[config.mk]
export PLATFORM = sky130hd
export DESIGN_NAME = rx_oversample_sampler
export DESIGN_NICKNAME = d
export VERILOG_FILES = /design/src/rtl/rx_oversample_sampler_pkg.sv /design/src/rtl/rx_oversample_sampler_vote.sv /design/src/rtl/rx_oversample_sampler.sv
export SDC_FILE = /design/constraint.sdc
export NUM_CORES = 1
export LEC_CHECK = 0
export BUFFER_PORTS_ARGS = -buffer_cell sky130_fd_sc_hd__buf_2
export CORE_ASPECT_RATIO = 1.1
export CORE_UTILIZATION = 55
export CTS_BUF_LIST = sky130_fd_sc_hd__clkbuf_2 sky130_fd_sc_hd__clkbuf_4 sky130_fd_sc_hd__clkbuf_8
export CTS_CLUSTER_DIAMETER = 40
export DETAILED_ROUTE_END_ITERATION = 8
export MAX_ROUTING_LAYER = met4
export PLACE_DENSITY_LB_ADDON = 0.15
export RECOVER_POWER = 50
export SYNTH_ARGS = -nofsm -noshare
export SYNTH_HDL_FRONTEND = slang
export SYNTH_SLANG_ARGS = --single-unit
[constraint.sdc]
create_clock -name CLK -period 6.85 [get_ports CLK]
set_input_delay 0.3425 -clock CLK [delete_from_list [all_inputs] [get_ports CLK]]
set_output_delay 0.3425 -clock CLK [all_outputs]
set_load 0.05 [all_outputs]
[src/rtl/rx_oversample_sampler_pkg.sv]
// Shared UART RX definitions: sampling-mode encodings, reset defaults and
// the legal oversampling ratios.
package uart_rx_defs;

  typedef enum logic [1:0] {
    SAMP_1TAP = 2'b00,
    SAMP_3TAP = 2'b01,
    SAMP_5TAP = 2'b10,
    SAMP_RSVD = 2'b11
  } samp_mode_e;

  localparam int unsigned PRESCALE_4   = 4;
  localparam int unsigned PRESCALE_8   = 8;
  localparam int unsigned PRESCALE_16  = 16;
  localparam int unsigned PRESCALE_32  = 32;

  localparam int unsigned PRESCALE_DEF = PRESCALE_8;
  localparam samp_mode_e  MODE_DEF     = SAMP_3TAP;

endpackage

[src/rtl/rx_oversample_sampler_vote.sv]
// Combinational majority vote over 1, 3 or 5 taps (k = 0/1/2), with a flag
// for non-unanimous taps. Also usable for the start-bit check.
module rx_majority_vote (
  input  logic [4:0] samples_i,
  input  logic [1:0] k_i,
  output logic       vote_o,
  output logic       noise_o
);

  logic [4:0] mask;
  logic [4:0] masked;
  logic [2:0] pop;
  logic [2:0] n_taps;

  always_comb begin
    case (k_i)
      2'd0:    mask = 5'b00001;
      2'd1:    mask = 5'b00111;
      default: mask = 5'b11111;
    endcase
    masked = samples_i & mask;
    pop    = '0;
    for (int unsigned i = 0; i < 5; i++) begin
      pop = pop + 3'(masked[i]);
    end
    n_taps  = {k_i, 1'b1};
    vote_o  = (pop > {1'b0, k_i});
    noise_o = (pop != '0) && (pop != n_taps);
  end

endmodule

[src/rtl/rx_oversample_sampler.sv]
// UART RX oversampling bit sampler: per-bit edge counter, mid-bit tap capture
// and majority vote with a noise flag.
module rx_oversample_sampler
  import uart_rx_defs::*;
#(
  parameter int unsigned PRESCALE_WD = 6
) (
  input  logic                   CLK,
  input  logic                   RST,
  input  logic [PRESCALE_WD-1:0] prescale,
  input  logic [1:0]             samp_mode,
  input  logic                   samp_en,
  input  logic                   bit_start,
  input  logic                   RX_IN,
  output logic [PRESCALE_WD-1:0] edge_count,
  output logic                   sampled_bit,
  output logic                   sampling_done,
  output logic                   noise_err
);

  typedef logic [PRESCALE_WD-1:0] cnt_t;

  cnt_t       edge_q, edge_d;
  cnt_t       p_sh_q, p_sh_d;
  samp_mode_e mode_sh_q, mode_sh_d;
  logic [4:0] samples_q, samples_d;
  logic       bit_q, bit_d;
  logic       done_q, done_d;
  logic       noise_q, noise_d;

  logic [1:0] k;
  cnt_t       mid, tap_lo, tap_hi;
  logic       in_tap, last_tap, wrap;
  logic [2:0] tap_idx;
  logic [4:0] samples_cap;
  logic       vote, noise;

  // Tap window derived from the shadowed ratio/mode so mid-bit input changes wait for the next bit.
  always_comb begin
    case (mode_sh_q)
      SAMP_1TAP: k = 2'd0;
      SAMP_5TAP: k = 2'd2;
      default:   k = 2'd1;
    endcase
    if (p_sh_q == cnt_t'(PRESCALE_4)) k = 2'd0;
    mid      = (p_sh_q >> 1) - cnt_t'(1);
    tap_lo   = mid - cnt_t'(k);
    tap_hi   = mid + cnt_t'(k);
    in_tap   = (edge_q >= tap_lo) && (edge_q <= tap_hi);
    last_tap = (edge_q == tap_hi);
    wrap     = (edge_q == p_sh_q - cnt_t'(1));
    tap_idx  = 3'(edge_q - tap_lo);
  end

  // Vote on the sample set including the tap captured this cycle, so results land with the done pulse.
  always_comb begin
    samples_cap = samples_q;
    if (in_tap) samples_cap[tap_idx] = RX_IN;
  end

  rx_majority_vote u_vote (
    .samples_i (samples_cap),
    .k_i       (k),
    .vote_o    (vote),
    .noise_o   (noise)
  );

  always_comb begin
    edge_d    = edge_q;
    samples_d = samples_q;
    bit_d     = bit_q;
    noise_d   = noise_q;
    done_d    = 1'b0;
    p_sh_d    = p_sh_q;
    mode_sh_d = mode_sh_q;
    if (!samp_en) begin
      edge_d    = '0;
      samples_d = '0;
    end else if (bit_start) begin
      edge_d    = '0;
      samples_d = '0;
      p_sh_d    = prescale;
      mode_sh_d = samp_mode_e'(samp_mode);
    end else begin
      samples_d = samples_cap;
      if (last_tap) begin
        done_d  = 1'b1;
        bit_d   = vote;
        noise_d = noise;
      end
      if (wrap) begin
        edge_d    = '0;
        p_sh_d    = prescale;
        mode_sh_d = samp_mode_e'(samp_mode);
      end else begin
        edge_d = edge_q + cnt_t'(1);
      end
    end
  end

  always_ff @(posedge CLK) begin
    if (!RST) begin
      edge_q    <= '0;
      samples_q <= '0;
      bit_q     <= 1'b1;
      done_q    <= 1'b0;
      noise_q   <= 1'b0;
      p_sh_q    <= cnt_t'(PRESCALE_DEF);
      mode_sh_q <= MODE_DEF;
    end else begin
      edge_q    <= edge_d;
      samples_q <= samples_d;
      bit_q     <= bit_d;
      done_q    <= done_d;
      noise_q   <= noise_d;
      p_sh_q    <= p_sh_d;
      mode_sh_q <= mode_sh_d;
    end
  end

  assign edge_count    = edge_q;
  assign sampled_bit   = bit_q;
  assign sampling_done = done_q;
  assign noise_err     = noise_q;

endmodule

==> results by group, run 1 <==
Run status
  – Status: finished clean

Detailed routing
  – Number of DRC markers in iteration 0: 95
  – Post-Route WL: between 4000 and 5000 µm
  – Residual DRC count: 0
  – Antenna Nets Post-Route: 0
  – DR vias: 1,684
  – WL/cell: 13.02 µm
  – Vias/cell: 5.468
  – 1st-pass router iterations: 4

Yosys
  – Primary FF master, synth: dfxtp_1
  – Post-synth ARST share: 0
  – #FFs+latches synth: 22
  – Largest area contributor in the netlist: dfxtp_1
  – Ys Warns: 0
  – Post-Syn Area: 2036 µm²
  – Number of synthesized flops with an enable pin: 0
  – Post-synth cell types: 44
  – Top-count cell post-synth: nand2_1
  – Sequential fraction of the synthesis area: 0.2163
  – Top post-synthesis cells by area: dfxtp_1, ha_1, mux2i_1, nand2_1, xnor2_1
  – Share of the synthesized area in the top cell type: 0.2163
  – Syn_nets: around 290
  – Mapped Avg Cell Area: 8.377 µm²
  – Synth top cells by count: nand2_1, ha_1, dfxtp_1
  – Post-Synthesis Cells: between 200 and 250

STA
  – Slew headroom: 0.4595
  – Fin crit period: 6308 ps
  – Final hold vios: 0
  – Count of final setup violators: 0
  – Achievable Freq: 0.1585 GHz
  – Slew Limit Fails: 0
  – Setup TNS: 0 ps
  – Tcrit/Tclk final: 0.9208
  – Max Clock Skew: 6.549 ps
  – Unrepaired setup endpoints after global routing: false
  – Measured slew at the worst slew-check pin: 809.0 ps

Floorplanning
  – Die boundary width: 60.01 µm
  – Starting Density: 0.5916
  – Core footprint: 3441 µm²
  – Die Height: 65.81 µm
  – Row cnt: 22
  – Die Area: 3949 µm²
  – I/O Pins: 22

Critical path
  – Nature of the critical path endpoint: flop
  – Arrival @ worst endpoint: between 6000 and 7000 ps
  – Crit start category: flop
  – Worst Reg-to-Reg Cells: 27
  – CP Max Fanout: 5
  – Crit path required time: 7040 ps
  – Crit Path Class: flop to flop

Pwr
  – Pwr dens: 142.5 nW/µm²
  – Logic pwr share: 0.365
  – Part of the power in registers: 0.444
  – Psw: ~110 µW
  – Clock power share: 0.191
  – Lkg Pwr: 0.9651 nW
  – Switching Share: 0.3559
  – Worst vdd ir: roughly 0.099 mV
  – Internal power: 199.8 µW

Global route
  – Global route total overflow: 0
  – Global-route wire length before repair: 6541 µm
  – Vias in the first global route: 1,470
  – Pin count of the biggest net entering global routing: 21
  – Overall Global Routing Usage: 0.2261
  – Initial antenna violation count: 0

Clock network
  – Post-CTS Setup Inserts: 0
  – Clock Pin Slew Worst Setup and Hold Paths: 120 ps
  – Worst skew pair latency: a little over 300 ps
  – CTS H-tree lvls: 1
  – CTS root buffer: clkbuf_4
  – TritonCTS Buffers: 3
  – Max Buffers Root-to-Sink: 2
  – CTS tree: built
  – Hold buffer count at CTS: 0
  – # clock sinks: 22

Placement
  – Area after DPL: 2167 µm²
  – I/O Buffers: 21
  – Dpl hpwl: about 3300 µm
  – Routability congestion estimate: 0.8544

Cells and area
  – Ratio of cells with drive above 1 in the final layout: 0.08077
  – Antenna diodes: 0
  – Fin area: 2177 µm²
  – Fin nets: between 300 and 400
  – Area Growth Syn to Fin: 6.945%

Flow run
  – Max-cap violations: 0

Min path
  – Hold Path Depth: 3
  – Hold WC Path Type: input pin to flop
-- routing by layer --
| layer | wire (µm) | GRT usage | vias up |
|---|---|---|---|
| li1 | - | - | 878 |
| met3 | 141 | 0.02348 | 4 |
| met1 | 1978 | 0.3023 | 763 |
| met2 | 1851 | 0.3639 | 39 |
| met4 | 38 | 0.05523 | 0 |
| met5 | 0 | - | - |
-- path summary, 6_finish.rpt --
check / start / to / slack (ps)
setup / recovery: p_sh_q[1] / sampled_bit / 540
hold / removal: prescale[2] / p_sh_q[2] / 260
setup reg to reg: p_sh_q[1] / sampled_bit / 540
hold reg to reg: samples_q[1] / samples_q[1] / 470
-- sequential cells by signal (all words and copies together) (netlist names) --
register / count
edge_count: 6
samples_q: 5
sampled_bit: 1
mode_sh_q: 2
noise_err: 1
p_sh_q: 6
sampling_done: 1
-- cell usage in the layout, fill, tap and decap left out, drive strengths merged, types with 4 or more instances in the layout --
master,count
a21oi,6
nor3b,4
ha,25
xnor2,12
fa,5
nand3,5
nor2,14
xor2,7
dfxtp,22
nor2b,6
mux2i,18
o21ai,11
nand2,37
inv,18
nand2b,5
clkbuf,12
buf,12
o211ai,4
-- area by class of cell --
cell class	instances	area, µm²
fill	320	1264
multi-input combinational	196	1493
clock buffer	3	22.52
inverter	18	67.56
sequential	22	440.4
tap	48	60.06
timing repair buffer	21	93.84
-- cell families after synthesis --
family / count (synthesis) / share of synthesized area
XOR/XNOR: 19 / 0.08175
adder cells (fa/ha/maj): 30 / 0.2028
multiplexers: 19 / 0.09404
buffers and inverters: 25 / 0.04978
AO/OA/AOI/OAI: 41 / 0.1451
flip-flops: 22 / 0.2163
AND/OR/NAND/NOR: 87 / 0.2102
-- worst max-delay path, stage by stage (launching register included) --
cell and delay (ps):
dfxtp_1 370, inv_1 160, ha_1 180, nand4b_1 190, and2_1 260, ha_1 230, fa_1 500, a21oi_1 160
a2bb2oi_1 150, o21ai_0 110, xnor2_1 160, ha_1 200, a211o_1 270, a31oi_1 140, o21bai_1 180, o211ai_1 190
mux2_2 370, ha_1 310, fa_1 550, ha_1 150, inv_1 50, fa_1 500, inv_1 70, ha_1 280
nor2b_1 130, o21ai_0 120, and3_1 160, o21ai_0 70
-- power groups by stage --
| stage | Sequential, mW | Clock, mW | Combinational [mW] |
|---|---|---|---|
| 5_1_grt | 0.139 | 0.0664 | 0.126 |
| 4_1_cts | 0.138 | 0.0632 | 0.113 |
| 6_report | 0.138 | 0.0593 | 0.113 |
| 3_3_place_gp | 0.140 | 0 | 0.111 |
| 2_1_floorplan | 0.141 | 0 | 0.0884 |
| 3_5_place_dp | 0.141 | 0 | 0.113 |
-- through the flow --
| stage | hold slack (ps) | power [mW] | util | setup slack (ps) | std cells |
|---|---|---|---|---|---|
| 6_report | 260.0 | 0.3102 | 0.6327 | 542.2 | 308 |
| 5_1_grt | 266.6 | 0.3311 | 0.6327 | 43.03 | 308 |
| 4_1_cts | 247.6 | 0.3138 | 0.6364 | 495.3 | 308 |
| 3_5_place_dp | 451.3 | 0.2533 | 0.6298 | 525.8 | 305 |
| 3_3_place_gp | 445.4 | 0.2511 | 0.6298 | 616.7 | 305 |
| 2_1_floorplan | 435.0 | 0.2290 | - | 943.6 | 243 |
-- timing repair --
item | in CTS | in global routing
endpoints found under the hold margin | 0 | 0
setup endpoints to repair | 0 | 1
gates resized for setup | 0 | 1
Note: power is estimated with default switching activity, not from simulation.
==> run 2, diff against run 1 <==
--- a/config.mk
+++ b/config.mk
@@ -8,7 +8,7 @@
 export BUFFER_PORTS_ARGS = -buffer_cell sky130_fd_sc_hd__buf_2
 export CORE_ASPECT_RATIO = 1.1
 export CORE_UTILIZATION = 55
-export CTS_BUF_LIST = sky130_fd_sc_hd__clkbuf_2 sky130_fd_sc_hd__clkbuf_4 sky130_fd_sc_hd__clkbuf_8
+export CTS_BUF_LIST = sky130_fd_sc_hd__clkbuf_8
 export CTS_CLUSTER_DIAMETER = 40
 export DETAILED_ROUTE_END_ITERATION = 8
 export MAX_ROUTING_LAYER = met4
==> results by group, run 2 (synthesized netlist as in run 1, its figures left out) <==
Critical path
  – Nature of the critical path endpoint: flop
  – CP Max Fanout: 14 (+9)
  – Arrival @ worst endpoint: 6450 ps (-40 ps)
  – Crit start category: flop
  – Crit path required time: 6990 ps (-50 ps)
  – Crit Path Class: flop to flop

Clock network
  – # clock sinks: 22 (unchanged)
  – CTS root buffer: clkbuf_8
  – Clock Pin Slew Worst Setup and Hold Paths: 80 ps (-40 ps)
  – Post-CTS Setup Inserts: 0 (unchanged)
  – Max Buffers Root-to-Sink: 2 (unchanged)
  – CTS H-tree lvls: 1 (unchanged)
  – Worst skew pair latency: 260 ps (-50 ps)
  – Hold buffer count at CTS: 0 (unchanged)
  – TritonCTS Buffers: 3 (unchanged)
  – CTS tree: built

Floorplanning
  – Die boundary width: 60.01 µm (unchanged)
  – Core footprint: 3441 µm² (unchanged)
  – Die Height: 65.81 µm (unchanged)
  – Row cnt: 22 (unchanged)
  – Starting Density: 0.5916 (unchanged)
  – Die Area: 3949 µm² (unchanged)
  – I/O Pins: 22 (unchanged)

STA
  – Slew headroom: 0.4488 (-0.01064)
  – Max Clock Skew: 2.420 ps (-4.130 ps)
  – Final hold vios: 0 (unchanged)
  – Fin crit period: 6315 ps (+7.367 ps)
  – Min Hold Slack: 314.2 ps (+54.16 ps)
  – Achievable Freq: 0.1584 GHz (-0.12%)
  – Unrepaired setup endpoints after global routing: false
  – Measured slew at the worst slew-check pin: 819.2 ps (+10.15 ps)
  – Tcrit/Tclk final: 0.9219 (+0.001075)
  – Slew Limit Fails: 0 (unchanged)
  – Count of final setup violators: 0 (unchanged)
  – Setup TNS: 0 ps (unchanged)

Detailed routing
  – DR vias: 1,693 (+0.53%)
  – Antenna Nets Post-Route: 0 (unchanged)
  – Vias/cell: 5.497 (+0.53%)
  – 1st-pass router iterations: 4 (unchanged)
  – Number of DRC markers in iteration 0: 77 (-19%)
  – Post-Route WL: 4058 µm (+1.2%)
  – Residual DRC count: 0 (unchanged)
  – WL/cell: 13.18 µm (+1.2%)

Cells and area
  – Area Growth Syn to Fin: 7.867%
  – Fin nets: 305 (unchanged)
  – Area occupied by multi-input gates: 1493 µm² (unchanged)
  – Ratio of cells with drive above 1 in the final layout: 0.08077 (unchanged)
  – Most frequent cells in the layout: nand2_1, ha_1, dfxtp_1
  – Antenna diodes: 0 (unchanged)
  – Fill count: 313 (-2.2%)
  – Commonest non-fill, non-tap cell in the layout: nand2_1
  – FF+latch area: 440.4 µm² (unchanged)

Global route
  – Global-route wire length before repair: 6589 µm (+0.73%)
  – Global route total overflow: 0 (unchanged)
  – Overall Global Routing Usage: 0.2294 (+0.003331)
  – Vias in the first global route: 1,474 (+0.27%)
  – Pin count of the biggest net entering global routing: 21 (unchanged)
  – Initial antenna violation count: 0 (unchanged)

Pwr
  – Pwr Total: 332.9 µW (+7.3%)
  – Lkg Pwr: 0.9728 nW (+0.80%)
  – Pwr dens: 151.6 nW/µm² (+6.4%)
  – Worst vdd ir: 0.1002 mV (+0.92%)

Placement
  – I/O Buffers: 21 (unchanged)
  – Dpl hpwl: 3292 µm (unchanged)
  – Routability congestion estimate: 0.8544 (unchanged)

Min path
  – Hold WC Path Type: input pin to flop

Flow run
  – Max-cap violations: 0 (unchanged)

Run status
  – Status: finished clean
## run 2: path summary, 6_finish.rpt
| kind | start | end | slack, ps | depth (start not counted) |
|---|---|---|---|---|
| worst max-delay path | p_sh_q[4] | sampled_bit | 530 | 25 |
| worst min-delay path | prescale[1] | p_sh_q[1] | 310 | 3 |
| worst max register to register | p_sh_q[4] | sampled_bit | 530 | 25 |
| worst min register to register | samples_q[1] | samples_q[1] | 470 | 2 |
## run 2: worst max-delay path: stages, from the launching register on
cell,delay (ps)
dfxtp_1,630
nor2_1,110
nand4b_1,210
and3b_1,360
ha_1,300
o21bai_1,350
o21ai_0,130
o21ai_0,120
xnor2_1,170
ha_1,280
a211o_1,260
a31oi_1,140
o21bai_1,180
o211ai_1,190
mux2_2,370
ha_1,310
fa_1,550
ha_1,150
inv_1,50
fa_1,500
inv_1,70
ha_1,280
nor2b_1,130
o21ai_0,120
and3_1,160
o21ai_0,70
## run 2: layout make-up
cell class                      instances  area share
Clock buffer                            3     0.01880
Inverter                               18     0.03077
Multi-Input combinational cell        196      0.6798
Sequential cell                        22      0.2006
Tap cell                               48     0.02735
Timing Repair Buffer                   21     0.04273
## run 2: timing repair
item	in CTS	in global routing
gates resized for setup	0	1
endpoints found under the hold margin	0	0
endpoints found under the setup margin	0	1
## run 2: power breakdown
part           switching (mW)  leakage (nW)  internal, mW
Clock                  0.0422        0.0216        0.0393
Combinational          0.0660         0.773        0.0479
Sequential            0.00615         0.179         0.131
## run 2: layer usage
layer,up-vias,part of all wire,global-route usage
li1,881,-,-
met5,-,0,-
met2,40,0.46,0.3667
met3,5,0.044,0.02348
met1,767,0.48,0.3023
met4,0,0.012,0.07267
## run 2: stage by stage
stage,setup slack (ps),cells,util,instance area (µm²)
6_report,534.9,308,0.6382,2196
4_1_cts,491.8,308,0.6418,2208
2_1_floorplan,943.6,243,-,2036
3_5_place_dp,525.8,305,0.6298,2167
3_3_place_gp,616.7,305,0.6298,2167
5_1_grt,53.46,308,0.6382,2196
